File: src/rtl/uart_pkg.sv
// UART shared definitions: RX frame states, parity encoding and parity helper.
// Latency: none (types and a pure function).
// Backpressure: not applicable.
package uart_pkg;

  typedef enum logic [1:0] {
    RX_IDLE   = 2'd0,
    RX_DATA   = 2'd1,
    RX_PARITY = 2'd2,
    RX_STOP   = 2'd3
  } rx_state_t;

  localparam logic PAR_EVEN = 1'b1;
  localparam logic PAR_ODD  = 1'b0;

  // Parity bit for a data word. Zero-extension does not change parity, so
  // callers of any width up to 32 bits pass their word widened to 32.
  function automatic logic calc_par(input logic [31:0] data, input logic par_type);
    return (par_type == PAR_EVEN) ? ^data : ~^data;
  endfunction

endpackage

File: src/rtl/uart_rx_deser.sv
// RX deserializer: right-shifting register (first bit ends in bit 0) plus bit counter.
// Latency: data updates the cycle after shift_en; last_bit is combinational from the counter.
// Backpressure: none; shifts whenever shift_en is high.
module uart_rx_deser #(
  parameter int DATA_WIDTH = 8
) (
  input  logic                  clk,
  input  logic                  rst,
  input  logic                  shift_en,
  input  logic                  clr,
  input  logic                  rx_bit,
  output logic [DATA_WIDTH-1:0] data,
  output logic                  last_bit
);

  localparam int CW = (DATA_WIDTH > 1) ? $clog2(DATA_WIDTH) : 1;

  logic [CW-1:0] cnt;

  // High while the shift being accepted is the final data bit of the frame.
  assign last_bit = (cnt == CW'(DATA_WIDTH - 1));

  // Shift new bits in at the MSB; counter wraps to zero after the last bit.
  always_ff @(posedge clk) begin
    if (rst) begin
      cnt  <= '0;
      data <= '0;
    end else if (clr) begin
      cnt  <= '0;
      data <= '0;
    end else if (shift_en) begin
      data <= {rx_bit, data[DATA_WIDTH-1:1]};
      cnt  <= last_bit ? '0 : cnt + 1'b1;
    end
  end

endmodule

File: src/rtl/uart_rx_frame_check.sv
// UART RX frame engine: walks start/data/parity/stop, checks parity and stop, emits bytes.
// Latency: outputs update the cycle after the stop-bit strobe.
// Backpressure: none; data_valid is a one-cycle pulse the consumer must take.
module uart_rx_frame_check
  import uart_pkg::*;
#(
  parameter int DATA_WIDTH = 8
) (
  input  logic                  clk,
  input  logic                  rst,
  input  logic                  sampled_bit,
  input  logic                  bit_strobe,
  input  logic                  par_en,
  input  logic                  par_type,
  output logic [DATA_WIDTH-1:0] P_DATA,
  output logic                  data_valid,
  output logic                  par_err,
  output logic                  stp_err,
  output logic                  busy
);

  rx_state_t             state;
  logic                  cfg_par_en;
  logic                  cfg_par_type;
  logic                  par_mis;
  logic                  start_det;
  logic                  shift_en;
  logic                  last_bit;
  logic [DATA_WIDTH-1:0] shift_data;

  assign start_det = (state == RX_IDLE) && bit_strobe && !sampled_bit;
  assign shift_en  = (state == RX_DATA) && bit_strobe;

  uart_rx_deser #(
    .DATA_WIDTH(DATA_WIDTH)
  ) u_deser (
    .clk      (clk),
    .rst      (rst),
    .shift_en (shift_en),
    .clr      (start_det),
    .rx_bit   (sampled_bit),
    .data     (shift_data),
    .last_bit (last_bit)
  );

  // Frame FSM with registered outputs; only strobe cycles move it forward.
  always_ff @(posedge clk) begin
    if (rst) begin
      state        <= RX_IDLE;
      cfg_par_en   <= 1'b0;
      cfg_par_type <= 1'b0;
      par_mis      <= 1'b0;
      P_DATA       <= '0;
      data_valid   <= 1'b0;
      par_err      <= 1'b0;
      stp_err      <= 1'b0;
      busy         <= 1'b0;
    end else begin
      data_valid <= 1'b0;
      par_err    <= 1'b0;
      stp_err    <= 1'b0;
      if (bit_strobe) begin
        case (state)
          RX_IDLE: begin
            if (!sampled_bit) begin
              // Config is frozen here so mid-frame changes cannot corrupt the check.
              cfg_par_en   <= par_en;
              cfg_par_type <= par_type;
              par_mis      <= 1'b0;
              busy         <= 1'b1;
              state        <= RX_DATA;
            end
          end
          RX_DATA: begin
            if (last_bit) begin
              state <= cfg_par_en ? RX_PARITY : RX_STOP;
            end
          end
          RX_PARITY: begin
            par_mis <= (sampled_bit != calc_par(32'(shift_data), cfg_par_type));
            state   <= RX_STOP;
          end
          RX_STOP: begin
            stp_err <= !sampled_bit;
            par_err <= par_mis;
            if (sampled_bit && !par_mis) begin
              P_DATA     <= shift_data;
              data_valid <= 1'b1;
            end
            busy  <= 1'b0;
            state <= RX_IDLE;
          end
          default: state <= RX_IDLE;
        endcase
      end
    end
  end

endmodule
File: config.mk
export PLATFORM = sky130hd
export DESIGN_NAME = uart_rx_frame_check
export DESIGN_NICKNAME = d
export VERILOG_FILES = /design/src/rtl/uart_pkg.sv /design/src/rtl/uart_rx_deser.sv /design/src/rtl/uart_rx_frame_check.sv
export SDC_FILE = /design/constraint.sdc
export NUM_CORES = 1
export LEC_CHECK = 0
export CORE_MARGIN = 2
export CORE_UTILIZATION = 31
export DETAILED_ROUTE_END_ITERATION = 6
export SLEW_MARGIN = 10
export SYNTH_ARGS = -nofsm -noshare
export SYNTH_HDL_FRONTEND = slang
export SYNTH_SLANG_ARGS = --single-unit
File: constraint.sdc
create_clock -name clk -period 3.6 [get_ports clk]
set_clock_uncertainty 0.05 [all_clocks]
set_input_delay 0.72 -clock clk [delete_from_list [all_inputs] [get_ports clk]]
set_output_delay 0.72 -clock clk [all_outputs]
set_load 0.01 [all_outputs]
==> impl_results.md <==
- Status: finished clean
- Setup CP Type: input port to flip-flop
- Layout cells sized above 1: around 5.7%
- Max-cap violations: 0
- Pin count of the biggest net entering global routing: 20
- Synth Area in XOR/XNOR: 6.88%
- Core area: 0.00372 sq mm
- Grt met3 use: between 1 and 1.5%
- CP max stage cell: clkdlybuf4s50_1
- Yosys cell types: 27
- Top Usage Layer GRT: met2
- Worst-Skew Late Latency: around 280 ps
- Yosys warns: 0
- Worst hold path type: flip-flop to flip-flop
- Worst EP arrival: 2150 ps
- Detailed Route WL: about 2200 um
- CTS Sinks: 28
- DRT iter0 DRCs: 21
- Filler cells: 383
- Post-synth top cells: 42 x nand2_1, 28 x dfxtp_1, 21 x a21oi_1
- Synth Flop Type: dfxtp_1
- CP delay by family, top: buffers and inverters
- Post-CTS resize count: 0
- Final Hold Viols: 0
- Htree depth: 1
- CP Cell Sequence: clkdlybuf4s50_1, nand2b_1, nor2_1
- Req. time, crit path: 3710 ps
- Gp weighted congestion: approximately 0.78
- Post-Syn Area: 0.00122 sq mm
- Met2 usage: between 20% and 30%
- Setup Fix Bufs, Post-CTS: 0
- Die area: 0.00445 sq mm
- GR Overflow Total: 0
- Crit-path max cell delay: around 890 ps
- CTS Buffer Depth: 2
- Final setup violating endpoints: 0
- Final TNS setup: 0 ps
- Tightest Pin Transition: between 600 and 700 ps
- Top-area cell type share of the netlist area: 46.0%
- Syn Inst Count: 142
- Sequential area share after synthesis: 46.0%
- Post-synthesis adder-cell area fraction: under 10%
- Cell with the most instances after synthesis: nand2_1
- Worst Path Max Fanout: 19
- Leak Pwr: 0.498 nW
- Final net count: 170
- Grt met1 use: between 10% and 20%
- Remaining DRCs: 0
- CTS buffer count: 3
- Die Wd: about 67 um
- Worst path bufs/invs: 1
- Layout overhead on the synthesized area: 20.6%
- Synth Register Bits: 28
- DP HPWL: 1660 um
- Cts hold-fix bufs: 0
- Worst VDD drop: approximately 150 uV
- Number of flops mapped to enable cells by yosys: 0
- Final ANT Viol Nets: 0
- Largest area contributor in the netlist: dfxtp_1
- Minimum clock period: 2040 ps
- Chip height: about 67 um
- Hold WS: roughly 410 ps
- Slew Viols, Final: 0
- Routed len/inst: 10.6 um
- RSZ-0062 raised after global routing: no
- Initial antenna violation count: 0
- Ant. Diodes: 0
- Root Driver: clkbuf_8
- GRT Util Overall: 11.3%
- CTS tree: built
- Synth Area in Simple Gates: 21.3%
- CP endpoint kind: flip-flop
- Routed vias: 956
- Starting Density: approximately a third
- DR vias/cell: 4.66
- Syn avg cell area: 8.58 sq um
- Vias in the first global route: ~960
- Port Buffers: 17
- Mapped Nets: 154
- Startpoint types: input port
- Synth Area in Compound Gates: 14.9%
- Max_slew headroom: 56.3%
- First drt pass iteration count: 4
- PD cells: between 300 and 400 mW/mm^2
- Top cells by area, synth: dfxtp_1 46%, nand2_1 13%, a21oi_1 8.6%
- Peak Freq: 491 MHz
- Mux share of post-synthesis cell area: less than 1%
- # rows: 22
- Boundary Pins: 18
- Reg clk slew, reported paths: 90 ps
- Asr flop ratio synth: 0%
- First-pass GRT wire length: 3840 um
- Final worst-path cycle share: 56.6%
- Largest family of logic cells by synthesized area: simple AND/OR/NAND/NOR gates
-- worst reg2reg max path: stages (launching register included) --
cell	delay, ps
dfxtp_1	340
inv_1	140
ha_1	270
nor2b_1	280
nand2_1	160
nand2b_1	340
nor2_1	100
-- registers in the layout, summed over array words and instances (netlist names) --
register / flops
P_DATA: 8
busy: 1
cfg_par_en: 1
cfg_par_type: 1
data_valid: 1
par_err: 1
par_mis: 1
state: 2
stp_err: 1
u_deser.cnt: 3
u_deser.data: 8
-- final timing paths --
| path | cells past startpoint | end | slack (ps) | start |
|---|---|---|---|---|
| max | 3 | u_deser.cnt[0] | 1560 | rst |
| min | 2 | P_DATA[0] | 410 | P_DATA[0] |
| max reg2reg | 6 | u_deser.cnt[0] | 1800 | state[0] |
| min reg2reg | 2 | P_DATA[0] | 410 | P_DATA[0] |
-- cells in the final DEF, fill, tap and decap left out, drive strengths merged --
master         instances
a211oi                 1
a21boi                 2
a21oi                 21
a221oi                 1
a2bb2oi                1
and2                   1
clkbuf                 4
clkdlybuf4s50         17
dfxtp                 28
ha                     6
inv                    4
mux2i                  1
nand2                 42
nand2b                 2
nand3                  2
nand3b                 2
nor2                   4
nor2b                  2
nor3                   3
nor3b                  1
o21ai                  3
or2                    1
xnor2                  7
xnor3                  1
-- stage by stage --
stage               setup slack, ps  cell area (sq um)  util (%)  cells  total power [mW]
floorplan                      2060               1220         -    142             0.373
global placement               1330               1420      38.1    201             0.386
detailed placement             1250               1420      38.1    201             0.390
CTS                            1550               1470      39.6    205             0.581
global route                   1380               1470      39.6    205             0.602
finish                         1560               1470      39.6    205             0.578
-- kinds of logic (layout without fill, tap and decap cells) --
family                     count (synthesis)  after routing
and+or+nand+nor                           60             60
AOI/OAI and AO/OA                         29             29
DFF                                       28             28
buffers and inverters                     10             25
xor gates and xnor gates                   8              8
adders and majority gates                  6              6
muxes                                      1              1
-- metal layers --
layer / share of wire (%) / wire length [um] / vias up
met2: 50 / 1090 / 17
li1: - / - / 495
met5: 0 / 0 / -
met3: 3.1 / 68 / 5
met4: 2.8 / 61 / 0
met1: 44 / 953 / 439
-- power breakdown --
group	total [mW]	internal, mW	switching, mW
Sequential	0.320	0.315	0.00474
Combinational	0.0614	0.0259	0.0355
Clock	0.196	0.0981	0.0981
Total	0.578	0.440	0.138
-- final cells by class --
class / instances / area (sq um) / share of cell area (%)
Clock buffer: 4 / 55.1 / 3.74
Multi-Input combinational cell: 104 / 609 / 41.4
Inverter: 4 / 15.0 / 1.02
Timing Repair Buffer: 17 / 170 / 11.6
Sequential cell: 28 / 561 / 38.1
Tap cell: 48 / 60.1 / 4.09
(Power assumes the default switching activity.)
